### src/rtl/reg_cmd_sequencer_pkg.sv
// Shared encodings for the register control interface and the command sequencer.
// The ctrl encoding is common to the sequencer and the parallel_register it drives.
package reg_cmd_sequencer_pkg;

  typedef enum logic [1:0] {
    CTRL_NONE = 2'd0,
    CTRL_LOAD = 2'd1,
    CTRL_INCR = 2'd2,
    CTRL_CLR  = 2'd3
  } ctrl_e;

  typedef enum logic [1:0] {
    OP_LOAD     = 2'd0,
    OP_CLEAR    = 2'd1,
    OP_COUNT_TO = 2'd2,
    OP_RAMP     = 2'd3
  } op_e;

  typedef enum logic [2:0] {
    ST_IDLE  = 3'd0,
    ST_LOAD  = 3'd1,
    ST_CLEAR = 3'd2,
    ST_COUNT = 3'd3,
    ST_DONE  = 3'd4
  } state_e;

endpackage

### src/rtl/reg_cmd_sequencer.sv
// Command-driven initiator for a parallel_register: LOAD, CLEAR, COUNT_TO and RAMP,
// terminating counts on the register's own output and pulsing done on completion.
module reg_cmd_sequencer
  import reg_cmd_sequencer_pkg::*;
#(
  parameter int WIDTH = 8
) (
  input  logic             clk,
  input  logic             async_nreset,
  input  logic             cmd_valid,
  output logic             cmd_ready,
  input  logic [1:0]       cmd_op,
  input  logic [WIDTH-1:0] cmd_data,
  input  logic             cmd_abort,
  input  logic [WIDTH-1:0] reg_value,
  output logic [1:0]       reg_ctrl,
  output logic [WIDTH-1:0] reg_data,
  output logic             busy,
  output logic             done
);

  state_e           state_reg;
  state_e           state_next;
  logic [WIDTH-1:0] target_reg;
  logic             is_ramp_reg;
  ctrl_e            ctrl_next;
  logic             accept;
  logic             at_target;

  assign accept    = cmd_valid && (state_reg == ST_IDLE);
  assign at_target = (reg_value == target_reg);

  always_ff @(posedge clk or negedge async_nreset) begin
    if (!async_nreset) begin
      state_reg   <= ST_IDLE;
      target_reg  <= '0;
      is_ramp_reg <= 1'b0;
    end else begin
      state_reg <= state_next;
      if (accept) begin
        target_reg  <= cmd_data;
        is_ramp_reg <= (op_e'(cmd_op) == OP_RAMP);
      end
    end
  end

  always_comb begin
    state_next = state_reg;
    ctrl_next  = CTRL_NONE;
    case (state_reg)
      ST_IDLE: begin
        if (cmd_valid) begin
          case (op_e'(cmd_op))
            OP_LOAD:     state_next = ST_LOAD;
            OP_CLEAR:    state_next = ST_CLEAR;
            OP_COUNT_TO: state_next = ST_COUNT;
            default:     state_next = ST_CLEAR;
          endcase
        end
      end
      ST_LOAD: begin
        ctrl_next  = CTRL_LOAD;
        state_next = ST_DONE;
      end
      ST_CLEAR: begin
        ctrl_next  = CTRL_CLR;
        state_next = is_ramp_reg ? ST_COUNT : ST_DONE;
      end
      ST_COUNT: begin
        // Stop incrementing in the very cycle the registered output reaches target.
        if (at_target) begin
          state_next = ST_DONE;
        end else begin
          ctrl_next = CTRL_INCR;
        end
      end
      ST_DONE: state_next = ST_IDLE;
      default: state_next = ST_IDLE;
    endcase
    if (cmd_abort && (state_reg != ST_IDLE)) begin
      ctrl_next  = CTRL_NONE;
      state_next = ST_IDLE;
    end
  end

  assign reg_ctrl  = ctrl_next;
  assign reg_data  = target_reg;
  assign cmd_ready = (state_reg == ST_IDLE);
  assign busy      = (state_reg != ST_IDLE);
  assign done      = (state_reg == ST_DONE);

endmodule

### config.mk
export PLATFORM = sky130hd
export DESIGN_NAME = reg_cmd_sequencer
export DESIGN_NICKNAME = d
export VERILOG_FILES = /design/src/rtl/reg_cmd_sequencer_pkg.sv /design/src/rtl/reg_cmd_sequencer.sv
export SDC_FILE = /design/constraint.sdc
export NUM_CORES = 1
export LEC_CHECK = 0
export CAP_MARGIN = 20
export CORE_MARGIN = 1.5
export CORE_UTILIZATION = 38
export CTS_CLUSTER_DIAMETER = 50
export CTS_CLUSTER_SIZE = 25
export DETAILED_ROUTE_END_ITERATION = 10
export PLACE_DENSITY = 0.73
export SKIP_LAST_GASP = 1
export SLEW_MARGIN = 20
export SYNTH_ARGS = -nofsm -noshare
export SYNTH_HDL_FRONTEND = slang
export SYNTH_SLANG_ARGS = --single-unit
### constraint.sdc
create_clock -name clk -period 2 [get_ports clk]
set_clock_uncertainty 0.15 [all_clocks]
set_input_delay 0.3 -clock clk [delete_from_list [all_inputs] [get_ports clk]]
set_output_delay 0.3 -clock clk [all_outputs]
set_load 0.02 [all_outputs]
==> results.yml, run 1 <==
run_status:
  status: "finished clean"
clock_network:
  clk_latency_ns: 0.27
  cts_root_buf: "clkbuf_4"
  htree_levels: 1
  cts_buffers: 3
  cts_tree: "done"
  clkSlewWorstSetupHoldPaths_ns: 0.07
  clockBufferDepth: 2
  cts.sinks: 12
route:
  wl_mm: 1.45
  via_count: 561
  final_antenna_net_count: 0
  route.detailed.drc: 0
  drt_pass1_iterations: 4
  viasPerCell: 5.01
  drt_iter0_markers: 1
  wl_per_cell_um: 12.9
floorplan:
  initial_core_util_pct: 39.9
  dieWidth_um: 45.1
  rows: 15
  die_y_um: 45.1
  dieArea_um2: 2040
  io_pins: 35
  coreArea_um2: 1690
synth:
  synth_edf_count: 0
  ys_seq_elements: 12
  synth_top_family_by_area: "multiplexers"
  async_reset_ff_share_pct: 100
  synth_flop_cell: "dfrtp_1"
  muxShareOfSynthArea_pct: 17.8
  synth_area_um2: 674
  synth_nets: 77
  synth_xor_area_share_pct: 11.7
  synth_fa_ha_area_share_pct: 0
  yosysWarnings: 0
  synth.avg_cell_area_um2: 12.3
  synthCells: 55
  synth_compound_gate_area_share_pct: 7.24
  seq_area_frac_synth_pct: 44.5
  synthDistinctLibCells: 22
  yosys.area_share.simple_pct: 12.8
critical_path:
  ff2ff_path_depth: 4
  r2r_slack_ns: 0.28
  critPathSlowestCell: "or3_4"
  cp_data_arrival_time_ns: 1.48
  worstSetupEndpointType: "output pin"
  start_kind: "flip-flop"
  path_cells: "or3_4 -> clkinv_2 -> dlygate4sd2_1"
  worst-path-max-fanout: 4
  max_stage_delay_ns: 0.42
  path_class: "flip-flop to output pin"
  worstPathRequired_ns: 1.55
global_route:
  grt_max_degree: 13
  grt_use_total_pct: 15.5
  grt_overflow: 0
  grt_pass1_wl_mm: 2.21
  grt_pass1_vias: 530
  antenna_found_initial: 0
pwr:
  peakVddDrop_mv: 0.849
  power.leakage_uw: 0.000458
  p_sw_share_pct: 38.1
  p_comb_share_pct: 60.7
  internal_power_uw: 978
  pwr-share-clk_pct: 9.3
  seqPwrFrac_pct: 30.0
  p_per_area_nw_per_um2: 1500
  p_sw_uw: 601
timing:
  setup_viol: 0
  timing.final.crit_share_pct: 96.4
  tns_ns: 0
  period_needed_ns: 1.93
  drv_slew: 0
  fin_ws_ns: 0.0714
  tightest_slew_ns: 0.563
  hold_viol_final: 0
  rsz0062_at_grt: "no"
  fmax_mhz: 519
  slew_headroom_pct: 62.4
finish:
  diodes: 0
  drive_gt1_share_pct: 21.1
  layout_commonest_cell: "clkdlybuf4s50_1"
  nets: 119
  layout_common_cells: "clkdlybuf4s50_1 (29), dfrtp_1 (12), xnor2_1 (9)"
  area_growth_pct: 56.4
  fin_util_pct: 62.4
  largest_reg_flops: 8
  n_fill_cell: 146
  stdcell_area_um2: 1050
placement:
  dp_hpwl_mm: 1.18
  gp_congestion: 0.717
  portBuffers: 34
  pre_cts_ws_ns: -0.242
  dpl-instance-area_um2: 1040
flow_run:
  drv_cap: 0
min_path:
  worstHoldPathType: "input pin to asynchronous set/reset pin"
[cell type report]
type / count / area (um^2) / area share, %
Timing Repair Buffer: 39 / 368 / 34.9
Multi-Input combinational cell: 39 / 334 / 31.7
Sequential cell: 12 / 300 / 28.5
Clock buffer: 3 / 22.5 / 2.14
Tap cell: 17 / 21.3 / 2.02
Inverter: 2 / 8.76 / 0.830
[power by group through the flow]
stage | registers (uW) | logic (uW) | clock network [uW]
detailed placement | 481 | 1000 | 0
global placement | 475 | 988 | 0
finish | 474 | 958 | 147
CTS | 476 | 972 | 152
global route | 492 | 1030 | 165
floorplan | 564 | 545 | 0
[cell families (layout without fill, tap and decap cells)]
family	Yosys count	count (layout)
AOI/OAI and AO/OA	8	8
xor gates and xnor gates	9	9
buffers and inverters	4	44
DFF	12	12
muxes	8	8
and+or+nand+nor	14	14
[metal layers]
layer / vias to the layer above / track usage, % / routed length (um)
met2: 16 / 26.0 / 751
met1: 269 / 18.6 / 622
met3: 2 / 2.40 / 55
met5: - / 0 / 0
met4: 0 / 8.82 / 19
li1: 274 / - / -
[synthesized netlist by cell type (all sizes together) (2+ instances only)]
cell type  number  area (um^2)
buf             2         31.3
a21oi           2         10.0
dfrtp          12          300
o21ai           3         15.0
nand4           2         12.5
nand2           2         7.51
xnor2           9         78.8
mux2            8          120
nor2            3         11.3
[final timing paths]
check	start	end
worst max register to register	state_reg[2]	reg_data[3]
worst max-delay path	state_reg[2]	cmd_ready
worst min-delay path	async_nreset	reg_data[2]
worst min register to register	reg_data[4]	reg_data[4]
min in group clk	reg_data[4]	reg_data[4]
max in group asynchronous	async_nreset	state_reg[2]
[worst max-delay path, delay by kind of cell, from the launching register on]
family,cells,cell delay (ns)
flops,1,0.41
simple gates,1,0.42
buf+inv,2,0.39
[through the flow]
| stage | hold slack (ns) | std cells | power [uW] |
|---|---|---|---|
| 6_report | 0.241 | 112 | 1580 |
| 5_1_grt | 0.285 | 112 | 1680 |
| 4_1_cts | 0.262 | 112 | 1600 |
| 3_5_place_dp | 0.405 | 109 | 1490 |
| 3_3_place_gp | 0.395 | 109 | 1460 |
| 2_1_floorplan | -0.146 | 55 | 1110 |
[timing repair]
item | CTS | global route
gates resized for setup | 5 | 2
hold buffers | 0 | 0
pin swaps | 0 | 1
setup buffers | 0 | 0
cloned | 0 | 0
setup endpoints to repair | 5 | 1
Power figures use the tool's default switching activity.
==> run 2, diff against run 1 <==
--- a/config.mk
+++ b/config.mk
@@ -5,6 +5,7 @@
 export SDC_FILE = /design/constraint.sdc
 export NUM_CORES = 1
 export LEC_CHECK = 0
+export ABC_AREA = 0
 export CAP_MARGIN = 20
 export CORE_MARGIN = 1.5
 export CORE_UTILIZATION = 38
==> results of run 2 <==
Final layout, timing and power as in run 1 (identical DEF).
==> RTL change 1 (config.mk and constraints of run 2) <==
Encoding of `state_e`: now one-hot (5 bits for 5 states).
--- a/src/rtl/reg_cmd_sequencer_pkg.sv
+++ b/src/rtl/reg_cmd_sequencer_pkg.sv
@@ -16,12 +16,12 @@
     OP_RAMP     = 2'd3
   } op_e;
 
-  typedef enum logic [2:0] {
-    ST_IDLE  = 3'd0,
-    ST_LOAD  = 3'd1,
-    ST_CLEAR = 3'd2,
-    ST_COUNT = 3'd3,
-    ST_DONE  = 3'd4
+  typedef enum logic [4:0] {
+    ST_IDLE  = 5'b00001,
+    ST_LOAD  = 5'b00010,
+    ST_CLEAR = 5'b00100,
+    ST_COUNT = 5'b01000,
+    ST_DONE  = 5'b10000
   } state_e;
 
 endpackage
Function: same outputs for any inputs over 10 cycles, from zero or initial values and one cycle with async_nreset low; not proved beyond that.
==> RTL change 1 against run 2 <==
- the run now ends with setup timing left
- synthesized area increased by 16%
- total power increased by 17%
- sequential cell count increased by 2
- routed wire length increased by 40%
- via count increased by 39%
- setup slack got worse by 0.18 ns
- final area increased by 31%
- die area increased by 15%
==> RTL change 1: results (changes against run 2) <==
clock_tree:
  insertion_delay_ns: 0.28
  clockBufferDepth: 2  # unchanged
  path_clk_slew_ns: 0.08
  htreeDepth: 1  # unchanged
  cts_buffers: 3  # unchanged
  root_buffer: "clkbuf_4"
place:
  numPortBuffers: 34  # unchanged
  gp_congestion: 0.855  # +19%
  hpwl_mm: 1.53  # +29%
  placed_area_um2: 1310  # +26%
grt:
  grt_max_degree: 15  # +2
  grt_pass1_wl_mm: 3.08  # +39%
  first_global_vias: 736  # +39%
  globalRouteTotalUtil_pct: 19.8  # +4.3 points
  antenna_found_initial: 0  # unchanged
cells_and_area:
  diodes: 0  # unchanged
  drive_gt1_share_pct: 34.4  # +13 points
  largest_reg_flops: 8  # unchanged
  nFillCells: 162  # +11%
  final_nets: 154  # +29%
route:
  num_vias: 778  # +39%
  drt-pass1-iter-count: 4  # unchanged
  drtIter0Drc: 14  # +13
  drt-wirelength-per-cell_um: 12.8  # -1.1%
sta:
  worstMarginPinSlew_ns: 0.618  # +0.0554 ns
  slew_viol_final: 0  # unchanged
  setup_viol: 1  # +1
  fin_ws_ns: -0.104  # -0.176 ns
power_and_ir_drop:
  ir_drop_mv: 0.815  # -4.0%
  p_leak_nw: 0.596  # +30%
synthesis:
  ys_async_sr_fraction_pct: 100  # unchanged
  synth_edf_count: 0  # unchanged
  synthTopCellsByArea: "dfrtp_1 42%, mux2_1 10%, xnor2_1 9.0%"
  ys_types: 26  # +18%
  ys.flop_type: "dfrtp_1"
  synth_nets: 92  # +19%
  ys.warnings.count: 0  # unchanged
  synth_common_cells: "13 x dfrtp_1, 8 x xnor2_1, 7 x mux2_1, 5 x o21ai_0, 4 x nand2b_1"
  yosysSeqAreaShare_pct: 45.1  # +0.58 points
outcome:
  status: "finished with violations"
  violations: "setup timing"
critical_path:
  worstPathArrival_ns: 1.65  # +0.17 ns
  timing.rr.start: "state_reg[0]$_DFFE_PN1P_"
  path_max_fanout: 2  # -2
  cpLargestDelayFamily: "simple AND/OR/NAND/NOR gates"
  cp_slowest_cell: "or3_4"
  cp_slowest_stage_delay_ns: 0.39  # -0.03 ns
  regToRegSetupSlack_ns: 0.16  # -0.12 ns
  r2r-end: "state_reg[3]$_DFFE_PN0P_"
  r2r_cells: 6  # +2
min_path:
  holdCritPathClass: "primary input to asynchronous set/reset pin"
RTL change 1: layer usage:
layer / track usage [%] / up-vias / wire length, um / share of wire [%]
li1: - / 383 / - / -
met3: 6.30 / 4 / 140 / 6.9
met2: 34.5 / 29 / 1090 / 54
met5: 0 / - / 0 / 0
met1: 21.4 / 362 / 765 / 38
met4: 9.73 / 0 / 27 / 1.3
RTL change 1: worst max path at each step:
stage                             start     endpoint  slack [ns]  cells past startpoint
3_3_place_gp                  cmd_abort  reg_ctrl[1]       -0.63                      6
3_5_place_dp                  cmd_abort  reg_ctrl[1]       -0.66                      6
2_1_floorplan  state_reg[4]$_DFFE_PN0P_  reg_ctrl[1]        0.17                      4
5_1_grt        state_reg[4]$_DFFE_PN0P_  reg_ctrl[1]       -0.25                      5
6_report       state_reg[4]$_DFFE_PN0P_  reg_ctrl[1]       -0.10                      5
4_1_cts        state_reg[4]$_DFFE_PN0P_  reg_ctrl[1]       -0.13                      5
RTL change 1: per-stage QoR:
stage / setup WS, ns / TNS (ns) / hold slack [ns] / util (%) / std cells
after floorplan: 0.168 / 0 / -0.146 / - / 70
after global placement: -0.632 / -1.25 / 0.346 / 67.5 / 150
after detailed placement: -0.665 / -1.45 / 0.352 / 67.5 / 150
after CTS: -0.132 / -0.220 / 0.263 / 69.8 / 156
after global routing: -0.246 / -0.325 / 0.297 / 71.1 / 158
final: -0.104 / -0.104 / 0.249 / 71.1 / 158
RTL change 1: layout make-up:
| class | instances | area share (%) |
|---|---|---|
| clock buffers | 4 | 2.63 |
| inverters | 3 | 0.816 |
| multi-input cells | 49 | 29.8 |
| flip-flops and latches | 14 | 25.5 |
| well taps | 27 | 2.45 |
| repair buffers | 61 | 38.8 |
RTL change 1: kinds of logic (layout without fill, tap and decap cells):
group | after synthesis | count (layout) | synth area share, %
and+or+nand+nor | 21 | 21 | 18.6
DFF | 14 | 14 | 45.1
buffers and inverters | 7 | 68 | 4.33
AOI/OAI and AO/OA | 12 | 12 | 11.4
xor gates and xnor gates | 8 | 8 | 8.99
muxes | 8 | 8 | 11.6
RTL change 1: report_power, final:
part	internal [mW]	total, mW	switching (mW)
registers	0.406	0.497	0.0910
clock network	0.111	0.203	0.0925
logic	0.654	1.14	0.490
total	1.17	1.84	0.673
RTL change 1: repair_timing:
action	CTS	global route
resized for setup	27	3
pin swaps	2	1
setup endpoints to repair	5	4
buffers inserted	2	2
==> RTL change 2 (flow settings as in run 2) <==
Without the edit above. Set the parameter `WIDTH` to 7 (it was 8).
--- a/src/rtl/reg_cmd_sequencer.sv
+++ b/src/rtl/reg_cmd_sequencer.sv
@@ -3,7 +3,7 @@
 module reg_cmd_sequencer
   import reg_cmd_sequencer_pkg::*;
 #(
-  parameter int WIDTH = 8
+  parameter int WIDTH = 7
 ) (
   input  logic             clk,
   input  logic             async_nreset,
Interface: changed (resized cmd_data, reg_data and reg_value); port bits go from 35 to 32. No check against the original RTL was run, so the function may have changed too.
==> RTL change 2 against run 2 <==
- synthesized area down 9.8%
- routed wire length increased by 2.3%
- setup slack got worse by 0.0076 ns
- count of clock-buffer cells in the layout rose by 1
- final cell count did not move
- final area rose by 1.3%
- total power increased by 8.1%
- sequential cell count shrank 1
==> RTL change 2: results (changes against run 2) <==
grt:
  met3_usage_pct: 2.55  # +0.15 points
  use_met1_pct: 23.4  # +4.8 points
  globalRouteTotalUtil_pct: 20.0  # +4.5 points
  antenna_found_initial: 0  # unchanged
  grt_max_degree: 12  # -1
  grtUsageMet2_pct: 35.8  # +9.8 points
  grt_pass1_wl_mm: 2.72  # +23%
  first_global_vias: 624  # +18%
synthesis:
  synthTopCellsByArea: "dfrtp_1 45%, mux2_4 17%, xnor2_1 12%"
  synth_common_cells: "11 x dfrtp_1, 8 x xnor2_1, 7 x mux2_4, 3 x nand2_1, 3 x o21ai_0"
  synth_cells: 49  # -11%
  ys_types: 20  # -9.1%
  synth_nets: 69  # -10%
  yosysSeqAreaShare_pct: 45.3  # +0.74 points
  ys_async_sr_fraction_pct: 100  # unchanged
power_and_ir_drop:
  ir_drop_mv: 0.813  # -4.3%
  clkPwrFrac_pct: 8.8  # -0.5 points
  cellPowerDensity_nw_per_um2: 1600  # +6.8%
  p_leak_nw: 0.525  # +14%
  comb_power_mw: 1.14  # +19%
  sw_frac_of_total_pct: 38.2  # +0.14 points
  p_total_mw: 1.71  # +8.1%
clock_tree:
  path_clk_slew_ns: 0.07  # about the same
  insertion_delay_ns: 0.26
  cts_buffers: 3  # unchanged
  root_buffer: "clkbuf_4"
  htreeDepth: 1  # unchanged
cells_and_area:
  diodes: 0  # unchanged
  nFillCells: 130  # -11%
  final-instance-count-excl-fill: 112  # unchanged
  largest_reg_flops: 7  # -1
  drive_gt1_share_pct: 28.1  # +7.1 points
  final_nets: 117  # -1.7%
place:
  gp_congestion: 0.702  # -2.1%
  place_worst_setup_slack_ns: -0.365  # -0.123 ns
  placed_area_um2: 1020  # -2.0%
  numPortBuffers: 31  # -8.8%
  hpwl_mm: 1.19  # +0.75%
route:
  routed_wl_mm: 1.48  # +2.3%
  drt-pass1-iter-count: 1  # -3
  wl_met1_um: 601  # -3.4%
  viasPerCell: 4.77  # -4.8%
  wl_met2_um: 812  # +8.1%
  drtIter0Drc: 0  # -1
  met3_length_um: 46  # -16%
sta:
  relSlewSlack_pct: 66.9  # +4.5 points
  finalCriticalPeriod_ns: 1.94  # +0.00763 ns
  hold_slack_ns: 0.218  # -0.0233 ns
critical_path:
  worstPathArrival_ns: 1.49
  r2r-end: "reg_data[6]$_DFFE_PN0P_"
  regToRegSetupSlack_ns: 0.29
  crit_end: "cmd_ready"
  r2r_cells: 5  # +1
outcome:
  status: "complete, no violations"
[RTL change 2: cell type report]
class / count / area share, %
multi-input cells: 36 / 30.7
repair buffers: 43 / 38.1
clock buffers: 4 / 2.46
flip-flops and latches: 11 / 25.8
well taps: 16 / 1.87
inverters: 2 / 1.17
[RTL change 2: repair_timing]
item	4_1_cts	5_1_grt
buffers inserted	0	1
endpoints found under the hold margin	0	0
gates resized for setup	5	10
setup endpoints to repair	5	1
hold buffers	0	0
pin swaps	0	6
[RTL change 2: kinds of logic after synthesis]
family / count (synthesis) / share of synthesized area (%)
simple gates: 13 / 14.2
flops: 11 / 45.3
compound gates: 8 / 9.67
xor+xnor: 8 / 11.5
mux: 7 / 17.3
buf+inv: 2 / 2.06
[RTL change 2: critical path, stage by stage (launching register included)]
cell and delay (ns):
dfrtp_1 0.41, or3_4 0.44, inv_6 0.06, dlygate4sd2_1 0.32
